File: src/rtl/fetch_unit.sv
// fetch_unit: PC, variable-latency imem handshake and IF/ID register for the WISC pipeline.
module fetch_unit #(
  parameter logic [15:0] RESET_PC = 16'h0000,
  parameter logic [15:0] NOP_INS = 16'h0800
) (
  input  logic        clk,
  input  logic        rst_n,
  input  logic        stall_decode,
  input  logic [1:0]  PC_source,
  input  logic [15:0] target_pc,
  output logic        imem_req,
  output logic [15:0] imem_addr,
  input  logic [15:0] imem_data,
  input  logic        imem_done,
  output logic [15:0] IF_ID_ins,
  output logic [15:0] IF_ID_pc_inc,
  output logic        IF_ID_valid,
  output logic [15:0] PC,
  output logic        fetch_halted
);
  localparam logic [1:0] FETCH = 2'd0, HOLD = 2'd1, DRAIN = 2'd2, HALTED = 2'd3;
  logic [1:0] state, state_n;
  logic [15:0] fetch_addr, park, pc_n, word;
  logic redir, load;
  assign redir = PC_source == 2'b10;
  assign load = (state == FETCH && imem_done && !stall_decode) || (state == HOLD && !stall_decode);
  assign word = state == HOLD ? park : imem_data;
  assign imem_req = rst_n && (state == FETCH || state == DRAIN);
  assign imem_addr = fetch_addr;
  assign fetch_halted = state == HALTED;
  // an outstanding read must complete before a new address can be issued
  always_comb begin
    state_n = state;
    pc_n = PC;
    if (redir) begin
      pc_n = target_pc;
      state_n = (state == FETCH || state == DRAIN) && !imem_done ? DRAIN : FETCH;
    end else if (load) begin
      pc_n = fetch_addr + 16'd2;
      state_n = word[15:11] == 5'b0 ? HALTED : FETCH;
    end else if (state == FETCH && imem_done) state_n = HOLD;
    else if (state == DRAIN && imem_done) state_n = FETCH;
  end
  always_ff @(posedge clk or negedge rst_n)
    if (!rst_n) begin
      state <= FETCH;
      PC <= RESET_PC;
      fetch_addr <= RESET_PC;
      park <= 16'h0;
      IF_ID_ins <= NOP_INS;
      IF_ID_pc_inc <= 16'h0;
      IF_ID_valid <= 1'b0;
    end else begin
      state <= state_n;
      PC <= pc_n;
      if (state_n == FETCH && !(state == FETCH && !imem_done)) fetch_addr <= pc_n;
      park <= redir ? 16'h0 : (state == FETCH && imem_done && stall_decode) ? imem_data : park;
      if (redir || (state == HALTED && !stall_decode)) begin
        IF_ID_ins <= NOP_INS;
        IF_ID_pc_inc <= 16'h0;
        IF_ID_valid <= 1'b0;
      end else if (load) begin
        IF_ID_ins <= word;
        IF_ID_pc_inc <= fetch_addr + 16'd2;
        IF_ID_valid <= 1'b1;
      end
    end
endmodule

File: config.mk
export PLATFORM = sky130hd
export DESIGN_NAME = fetch_unit
export DESIGN_NICKNAME = d
export VERILOG_FILES = /design/src/rtl/fetch_unit.sv
export SDC_FILE = /design/constraint.sdc
export NUM_CORES = 1
export LEC_CHECK = 0
export ABC_AREA = 1
export ABC_CLOCK_PERIOD_IN_PS = 1900
export CORE_MARGIN = 2
export CORE_UTILIZATION = 49
export CTS_CLUSTER_SIZE = 20
export DETAILED_ROUTE_END_ITERATION = 10
export PLACE_DENSITY = 0.78
export SYNTH_ARGS = -nofsm -noshare
export SYNTH_HDL_FRONTEND = slang
export SYNTH_SLANG_ARGS = --single-unit
File: constraint.sdc
create_clock -name clk -period 1.9 [get_ports clk]
set_clock_uncertainty 0.1 [all_clocks]
set_input_delay 0.285 -clock clk [delete_from_list [all_inputs] [get_ports clk]]
set_output_delay 0.285 -clock clk [all_outputs]
set_load 0.01 [all_outputs]
; ---- Word-level counts from Yosys, hierarchy flattened
; Cells that the tools add are included.
[op_classes]
n_addsub = 1
eq_ne = 4
n_mux = 17
reduce_logical = 21
[ops]
columns = op, count
row1 = $mux 16, 9
row2 = $add 16x2->16 const B, 1
row3 = $mux 2, 6
row4 = $logic_and 1x1->1, 10
row5 = $eq 2x2->1 const B, 3
row6 = $logic_not 5->1, 1
row7 = $logic_not 2->1, 2
row8 = $reduce_bool 2->1, 2
row9 = $logic_not 1->1, 3
row10 = $logic_or 1x1->1, 3
row11 = $eq 2x1->1 const B, 1
row12 = $mux 1, 2
[totals]
regBits = 83
input_bits = 38
output_inout_bits = 67
wordCells = 50

; ---- Depth between registers and ports, before layout
[logic_depth]
ltp_word = 8
ltp_mapped = 12
depth_no_buf = 11

; ---- Worst setup path after synthesis
; OpenSTA, ideal clock, no wires.
[synth_timing]
path_kind = flip-flop to flip-flop
from = reg fetch_addr[1], in the netlist imem_addr[1]
to = reg fetch_addr[7], in the netlist imem_addr[7]
setup_time_ps = 65
arrival_time_ps = 1524
required_ps = 1735
setup_slack_ps = 210
path_stages_with_launch = 11
n_path_buf = 0
synth_period_minus_slack_ps = 1690
path_cell_list = dfrtp_1 > ha_1 > nand2_1 > nor2_1 > nand2_1 > or2_2 > nand3_1 > nand2_1 > nand2_1 > nand3_1 > nand2_1
[synth_via]
elab_chain_len = 3
[synth_rtl]
columns = item, line_no
row1 = from (decl), 23  ; logic [15:0] fetch_addr, park, pc_n, word;
row2 = from (signal assigned), 56  ; if (state_n == FETCH && !(state == FETCH && !imem_done)) fetch_addr <= pc_n;
row3 = $add 16x2->16, 39  ; pc_n = fetch_addr + 16'd2;
row4 = $mux 16, 38  ; end else if (load) begin
row5 = $mux 16, 35  ; if (redir) begin
row6 = named net pc_n[7], 23
; The timed path passes the listed nets, and every way through them passes these cells.
; A chain may end at the register's enable or synchronous reset.

; ---- Final worst setup path
[layout_timing]
from = reg fetch_addr[1], in the netlist imem_addr[1]
to = reg fetch_addr[5], in the netlist imem_addr[5]
; The elaborated chain is that of the path after synthesis.

==> flow_metrics.tcl <==
set metrics [dict create \
    status "finished, final reports clean" \
    path_buf_inv 1 \
    dpl_cell_area_um2 5310 \
    slowest_delay_ps 390 \
    synth_top_cell_by_area "dfrtp_1" \
    synth_fp_nets 533 \
    diodes 0 \
    route.detailed.drc 0 \
    yosys_warnings 0 \
    die_y_um 93.6 \
    start_util_pct 50.7 \
    vias 4068 \
    synthTopCellsByArea "dfrtp_1 (52%), nand2_1 (13%), o21ai_0 (6.2%), nor2_1 (5.7%), nand3_1 (5.6%)" \
    dpl.hpwl_mm 8.13 \
    antenna_found_initial 0 \
    mostFrequentLayoutCells "nand2_1 (135), clkdlybuf4s50_1 (101), dfrtp_1 (80)" \
    tightest_slew_ps 1040 \
    cellLeakagePower_nw 2.76 \
    rows 32 \
    peakVddDrop_mv 0.606 \
    pre_cts_ws_ps -265 \
    ctsHoldBuffers 0 \
    drt_iter0_markers 411 \
    dieArea_um2 8770 \
    finalWorstSetupSlack_ps 23.5 \
    insertion_delay_ps 360 \
    critPathRequiredTime_ps 2110 \
    slew_headroom_pct 30.4 \
    fin_crit_sh_pct 98.8 \
    synth_edf_count 0 \
    grt_pass1_wl_mm 18.6 \
    drv_slew 0 \
    final_area_um2 5740 \
    grtUsageTotal_pct 27.0 \
    drtPass1Iterations 5 \
    ff2ff_path_depth 9 \
    overflow 0 \
    synthFlopType "dfrtp_1" \
    vias_per_cell 5.48 \
    wire_per_inst_um 16.0 \
    fin_nets 674 \
    rsz0062_at_grt "yes" \
    setup_viol 0 \
    async_flop_share_pct 100 \
    clockRootBuffer "clkbuf_8" \
    ant_nets 0 \
    clk_pin_slew_ps 90 \
    power.density_nw_per_um2 1290 \
    cts-buffers-inserted 9 \
    fp.dieW_um 93.6 \
    fmax_mhz 533 \
    final_layout_size_suffix_gt1_share_pct 14.8 \
    avgSynthCellArea_um2 7.97 \
    path_depth 9 \
    hold_class "input port to asynchronous set/reset pin" \
    wl_mm 11.9 \
    io_pins 105 \
    critical_path.max_fanout 3 \
    min_period_ps 1880 \
    cts.sinks 83 \
    startpoint_type "register" \
    hold_viol 0 \
    clk_path_buf_depth 2 \
    grt_pass1_vias 3833 \
    synthesis.area_um2 3940 \
    cp_slowest_cell "dfrtp_1" \
    worstSetupPathType "register to register" \
    gp_congestion 0.879 \
    ys_ff_latch 83 \
    crit_chain "ha_1 > nand2_1 > nor2_2 > buf_4 > nor2_1 > o21ai_0 > a21oi_1 > nand4_1 > nand2_1" \
    final_common_cell "nand2_1" \
    end_kind "register" \
    cap_violations 0 \
    core-area_um2 7770 \
    grt_start_max_net_pins 84 \
    crit_family "simple AND/OR/NAND/NOR gates" \
    yosysSeqAreaShare_pct 52.8 \
    cp_data_arrival_time_ps 2090 \
    synth_top_area_share_pct 52.1 \
    syn_inst 494 \
    syn_to_final_growth_pct 45.8 \
    crit_path_frequent_cell "nand2_1" \
    io_buffers 104 \
    htreeDepth 3 \
    cts_tree "done" \
    ys_types 27 \
]
[metrics by stage]
step                      utilization (%)  hold slack (ps)  total power [W]  setup TNS, ps  std cells
after CTS                            72.0              146          0.00720              0        738
after global routing                 73.9              204          0.00783           -251        742
after detailed placement             68.4              372          0.00561          -9510        719
final                                73.9             57.8          0.00741              0        742
after global placement               68.4              363          0.00550          -5000        719
after floorplan                         -             -111          0.00400              0        494
[area by class of cell]
type	count	area [µm²]
multi-input cells	348	1710
clock inverters	7	124
repair buffers	147	1400
inverters	46	180
fillers	552	2030
flip-flops and latches	83	2080
clock buffers	9	124
well taps	102	128
[final timing paths]
| kind | start | end | slack (ps) |
|---|---|---|---|
| worst max register to register | imem_addr[1]$_DFFE_PN0P_ | imem_addr[5]$_DFFE_PN0P_ | 20 |
| worst min register to register | IF_ID_ins[4]$_DFFE_PN0P_ | IF_ID_ins[4]$_DFFE_PN0P_ | 390 |
| min in group clk | IF_ID_ins[4]$_DFFE_PN0P_ | IF_ID_ins[4]$_DFFE_PN0P_ | 390 |
| worst max-delay path | imem_addr[1]$_DFFE_PN0P_ | imem_addr[5]$_DFFE_PN0P_ | 20 |
| worst min-delay path | rst_n | IF_ID_ins[0]$_DFFE_PN0P_ | 60 |
| max in group asynchronous | rst_n | state[0]$_DFF_PN0_ | 880 |
[power by group]
| group | internal [W] | switching (W) | total, W |
|---|---|---|---|
| Sequential | 0.00228 | 0.000478 | 0.00276 |
| Combinational | 0.00152 | 0.00157 | 0.00309 |
| Clock | 0.000884 | 0.000677 | 0.00156 |
| Total | 0.00469 | 0.00272 | 0.00741 |
[registers in the layout, indices dropped and copies added, names as in the netlist]
register / cells
IF_ID_ins: 16
IF_ID_pc_inc: 16
PC: 16
imem_addr: 16
park: 16
state: 2
IF_ID_valid: 1
[repair_timing]
action                     in CTS  in global routing
pin swaps                       1                  9
setup endpoints to repair      30                 36
gates resized for setup         4                 34
buffers inserted                2                  2
cloned                          1                  2
[cell families (layout without fill, tap and decap cells)]
| kind of cell | count (synthesis) | count (layout) | share of synthesized area, % |
|---|---|---|---|
| fa+ha+maj | 1 | 1 | 0.318 |
| compound gates | 84 | 85 | 11.8 |
| simple gates | 260 | 262 | 28.2 |
| buf+inv | 66 | 209 | 6.93 |
| flops | 83 | 83 | 52.8 |
[routing by layer]
layer | GRT usage [%] | share of wire (%) | up-vias
met5 | 0 | 0 | -
met4 | 6.88 | 2.0 | 0
met3 | 5.08 | 7.1 | 36
met2 | 44.8 | 48 | 212
met1 | 36.9 | 42 | 1933
li1 | - | - | 1887
[worst reg2reg max path: cells and delay by family (launching register included)]
kind                     cells  cell delay (ps)
buffers and inverters        1              140
flip-flops                   1              390
AO/OA/AOI/OAI                2              390
adder cells (fa/ha/maj)      1              210
AND/OR/NAND/NOR              5              590
[synth_stat cells, types with 3 or more instances]
cell / n
nand2_1: 136
nand4_1: 9
o21ai_0: 49
inv_1: 43
nor2_1: 60
a22o_1: 3
nand3_1: 44
o211ai_1: 9
nand2_4: 3
buf_2: 8
clkbuf_1: 8
nand2_2: 3
dfrtp_1: 82
a21oi_1: 21
(Power assumes the default switching activity.)
